### src/rtl/bm_dag1_seq_ctrl.sv
// Multi-cycle dag1 sequencer: out = (a+b) + (a-b) - (b+b) through one shared add/sub unit.
// Optional sticky dropped-request flag on port err when DAG1_SEQ_ERR_EN is defined.
module bm_dag1_seq_ctrl #(
    parameter int BITS = 2
) (
    input  logic            clock,
    input  logic            reset,
    input  logic            start,
    input  logic [BITS-1:0] a_in,
    input  logic [BITS-1:0] b_in,
    output logic            ready,
    output logic            busy,
    output logic            done,
    output logic [BITS-1:0] out
`ifdef DAG1_SEQ_ERR_EN
    ,
    output logic            err
`endif
);

    typedef enum logic [2:0] {
        S_IDLE = 3'd0,
        S_T1   = 3'd1,
        S_T2   = 3'd2,
        S_T3   = 3'd3,
        S_SUM  = 3'd4,
        S_DIFF = 3'd5,
        S_DONE = 3'd6
    } state_t;

    state_t          state_q;
    logic [BITS-1:0] a_q, b_q, t1_q, t2_q, t3_q, out_q;
    logic            busy_q, done_q;

    logic [BITS-1:0] alu_x, alu_y, alu_d;
    logic            alu_sub;

    // Operand/op selection per state; subtraction is x + ~y + 1 so only one adder exists.
    always_comb begin
        alu_x   = a_q;
        alu_y   = b_q;
        alu_sub = 1'b0;
        case (state_q)
            S_T2:   alu_sub = 1'b1;
            S_T3:   alu_x   = b_q;
            S_SUM: begin
                alu_x = t1_q;
                alu_y = t2_q;
            end
            S_DIFF: begin
                alu_x   = t1_q;
                alu_y   = t3_q;
                alu_sub = 1'b1;
            end
            default: ;
        endcase
    end

    assign alu_d = alu_x + (alu_y ^ {BITS{alu_sub}}) + BITS'(alu_sub);

    always_ff @(posedge clock) begin
        if (reset) begin
            state_q <= S_IDLE;
            busy_q  <= 1'b0;
            done_q  <= 1'b0;
            out_q   <= '0;
            a_q     <= '0;
            b_q     <= '0;
            t1_q    <= '0;
            t2_q    <= '0;
            t3_q    <= '0;
        end else begin
            case (state_q)
                S_IDLE, S_DONE: begin
                    done_q <= 1'b0;
                    if (start) begin
                        a_q     <= a_in;
                        b_q     <= b_in;
                        busy_q  <= 1'b1;
                        state_q <= S_T1;
                    end else begin
                        state_q <= S_IDLE;
                    end
                end
                S_T1: begin
                    t1_q    <= alu_d;
                    state_q <= S_T2;
                end
                S_T2: begin
                    t2_q    <= alu_d;
                    state_q <= S_T3;
                end
                S_T3: begin
                    t3_q    <= alu_d;
                    state_q <= S_SUM;
                end
                S_SUM: begin
                    t1_q    <= alu_d;
                    state_q <= S_DIFF;
                end
                S_DIFF: begin
                    out_q   <= alu_d;
                    busy_q  <= 1'b0;
                    done_q  <= 1'b1;
                    state_q <= S_DONE;
                end
                default: begin
                    busy_q  <= 1'b0;
                    done_q  <= 1'b0;
                    state_q <= S_IDLE;
                end
            endcase
        end
    end

`ifdef DAG1_SEQ_ERR_EN
    logic err_q;

    always_ff @(posedge clock) begin
        if (reset) begin
            err_q <= 1'b0;
        end else if (start && busy_q) begin
            err_q <= 1'b1;
        end
    end

    assign err = err_q;
`endif

    assign busy  = busy_q;
    assign ready = ~busy_q;
    assign done  = done_q;
    assign out   = out_q;

endmodule

### config.mk
export PLATFORM = sky130hd
export DESIGN_NAME = bm_dag1_seq_ctrl
export DESIGN_NICKNAME = d
export VERILOG_FILES = /design/src/rtl/bm_dag1_seq_ctrl.sv
export SDC_FILE = /design/constraint.sdc
export NUM_CORES = 1
export LEC_CHECK = 0
export ABC_AREA = 1
export CAP_MARGIN = 30
export CORE_AREA = 2 2 47 49
export DETAILED_ROUTE_END_ITERATION = 16
export DIE_AREA = 0 0 49 51
export DONT_BUFFER_PORTS = 1
export PLACE_DENSITY = 0.73
export SYNTH_ARGS = -nofsm -noshare
export SYNTH_HDL_FRONTEND = slang
export SYNTH_SLANG_ARGS = --single-unit
### constraint.sdc
create_clock -name clock -period 1.31 [get_ports clock]
set_clock_uncertainty 0.1 [all_clocks]
set_input_delay 0.3275 -clock clock [delete_from_list [all_inputs] [get_ports clock]]
set_output_delay 0.3275 -clock clock [all_outputs]
set_load 0.005 [all_outputs]
==> results.json <==
{
  "firstDrtPassIters": 4,
  "worst_setup_path_start_kind": "flip-flop",
  "cts.clk_slew.worst_paths_ns": 0.10,
  "cts_buffers": 3,
  "start_util_pct": 50.52,
  "clkPwrFrac_pct": 18.0,
  "slew_viol_final": 0,
  "yosysTopAreaCell": "dfxtp_1",
  "setup_viol": 13,
  "power.density_nw_per_um2": 1148,
  "setup_slack_ns": -0.1814,
  "num_vias": 1014,
  "finalCritPeriodShare_pct": 113.8,
  "grt_pass1_wl_mm": 4.209,
  "power_switching_uw": 605.2,
  "portBuffers": 0,
  "via_per_inst": 5.365,
  "synth_top_area_share_pct": 32.65,
  "slowest_stage": "dfxtp_4",
  "num_io_pins": 12,
  "first_iter_violations": 25,
  "hold_viol": 0,
  "finalWorstPathRequiredPeriod_ns": 1.491,
  "core_sq_um": 2063,
  "ys_seq_area_share_pct": 32.65,
  "power_frac_comb_pct": 41.9,
  "antenna_cells": 0,
  "pwr-share-seq_pct": 40.1,
  "synthCells": 138,
  "synth_cell_type_count": 22,
  "layout_common_cells": "17 x nand2_2, 17 x buf_4, 16 x nand2_1, 14 x dfxtp_1, 12 x inv_1",
  "hold_path_class": "input pin to flip-flop",
  "synth.avg_cell_area_sq_um": 7.553,
  "p_int_uw": 972.4,
  "clock_sinks": 17,
  "gp_congestion": 0.8591,
  "grt_setup_unrepaired": "true",
  "wl_per_cell_um": 14.00,
  "max-vdd-ir-drop_mv": 1.067,
  "grt-ovfl-total": 0,
  "netlist_area_sq_um": 1042,
  "cts_tree": "yes",
  "fmax_mhz": 670.5,
  "dieArea_sq_um": 2499,
  "cp.arrival_ns": 1.60,
  "final_nets": 169,
  "grt_max_degree": 11,
  "slowest_delay_ns": 0.47,
  "grt_pass1_vias": 971,
  "syn_to_final_growth_pct": 31.81,
  "worst-endpoint-required_ns": 1.42,
  "violations": "negative setup slack",
  "die_x_um": 49,
  "clock_latency_ns": 0.30,
  "crit_chain": "inv_6, nand2_8, nand2_4, inv_4, nand2_4, nand2_4, nand2_2, nand2_2, inv_2, nand2_2, nand3_1, nand2_1, inv_1",
  "dp_hpwl_mm": 1.752,
  "grt_usage_pct": 22.14,
  "final_antenna_net_count": 0,
  "slew-limit-headroom_pct": 79.18,
  "status": "finished, violations left",
  "worst_pin_slew_ns": 0.3119,
  "synthTopCellsByArea": "dfxtp_1 33%, nand2_1 8.6%, nand2_2 7.2%",
  "fp.dieH_um": 51,
  "dp.cells": 177,
  "worst-r2r-cell-count": 13,
  "p_sw_share_pct": 38.36,
  "antenna_found_initial": 0,
  "final_area_sq_um": 1374,
  "worst_hold_slack_ns": 0.06639,
  "hold_path_depth": 2,
  "fin_cells": 189,
  "drt-total-wl_mm": 2.646,
  "route.detailed.drc": 0,
  "num_rows": 17,
  "p_leak_nw": 0.6352,
  "htree_num_levels": 1,
  "placed_area_sq_um": 1162,
  "cap_violations": 0,
  "synth_nets": 145,
  "yosysWarnings": 0,
  "cts_root_buffer": "clkbuf_4",
  "cp_max_fo": 8,
  "end_kind": "flip-flop",
  "worst-setup-path-type": "flip-flop to flip-flop",
  "tns_ns": -1.239,
  "drive_above_1_share_pct": 50.31,
  "clockBufferDepth": 2,
  "synth-seq-cells": 17
}
critical path: cells and delay by family (launching register included):
family	cells	cell delay (ns)
simple gates	9	0.61
flops	1	0.47
buf+inv	4	0.22
stage by stage:
step                util (%)  setup WS, ns  total power, mW
finish                 66.59       -0.1814            1.578
global route           66.59       -0.2649            1.659
detailed placement     56.34       -0.2730            1.128
CTS                    64.34       -0.1491            1.520
global placement       56.34       -0.2130            1.110
floorplan                  -      -0.06543            1.022
layout make-up:
cell class | instances | area (sq um)
well taps | 28 | 35.03
repair buffers | 23 | 205.2
fillers | 183 | 689.4
inverters | 22 | 95.09
multi-input cells | 95 | 660.6
clock buffers | 4 | 26.28
flip-flops and latches | 17 | 351.6
cell families (layout without fill, tap and decap cells):
group / after synthesis / count (layout) / synth area share (%)
and+or+nand+nor: 74 / 74 / 43.94
AOI/OAI and AO/OA: 21 / 21 / 11.17
buffers and inverters: 26 / 49 / 12.24
DFF: 17 / 17 / 32.65
synth_stat cells, drive strengths merged:
library cell and n:
a31oi 1, clkbuf 1, buf 3, nand2 41
nand3 17, a211oi 1, dfxtp 17, a21oi 8
o21a 3, nor2 10, inv 22, nand4 6
o21ai 8
routing by layer:
layer | wire, um | vias up | global-route usage [%] | part of all wire, %
li1 | - | 494 | - | -
met1 | 1099 | 483 | 24.41 | 42
met2 | 1365 | 31 | 41.55 | 52
met3 | 135 | 6 | 3.216 | 5.1
met4 | 45 | 0 | 10.95 | 1.7
met5 | 0 | - | 0 | 0
power groups by stage:
stage,registers [mW],clock network [mW],logic (mW)
after detailed placement,0.652,0,0.475
final,0.632,0.284,0.661
after CTS,0.628,0.282,0.610
after global routing,0.638,0.301,0.719
after floorplan,0.607,0,0.414
after global placement,0.649,0,0.461
timing repair:
item / CTS / global route
hold endpoints to repair: 5 / 2
hold buffers: 1 / 1
pin swaps: 4 / 9
setup endpoints to repair: 12 / 13
resized for setup: 29 / 9
buffers inserted: 6 / 0
registers in the layout, indices dropped and copies added, names as in the netlist:
signal and count:
a_q 2, state_q 3, b_q 2, done 1
t3_q 2, t2_q 2, out 2, busy 1
t1_q 2
final timing paths:
kind	endpoint	start	slack, ns
max	t1_q[1]$_SDFFE_PP0P_	state_q[1]$_SDFF_PP0_	-0.18
min	a_q[1]$_SDFFE_PP0N_	a_in[1]	0.07
max reg2reg	t1_q[1]$_SDFFE_PP0P_	state_q[1]$_SDFF_PP0_	-0.18
min reg2reg	t3_q[0]$_SDFFE_PP0N_	t3_q[0]$_SDFFE_PP0N_	0.39
Power figures use the tool's default switching activity.
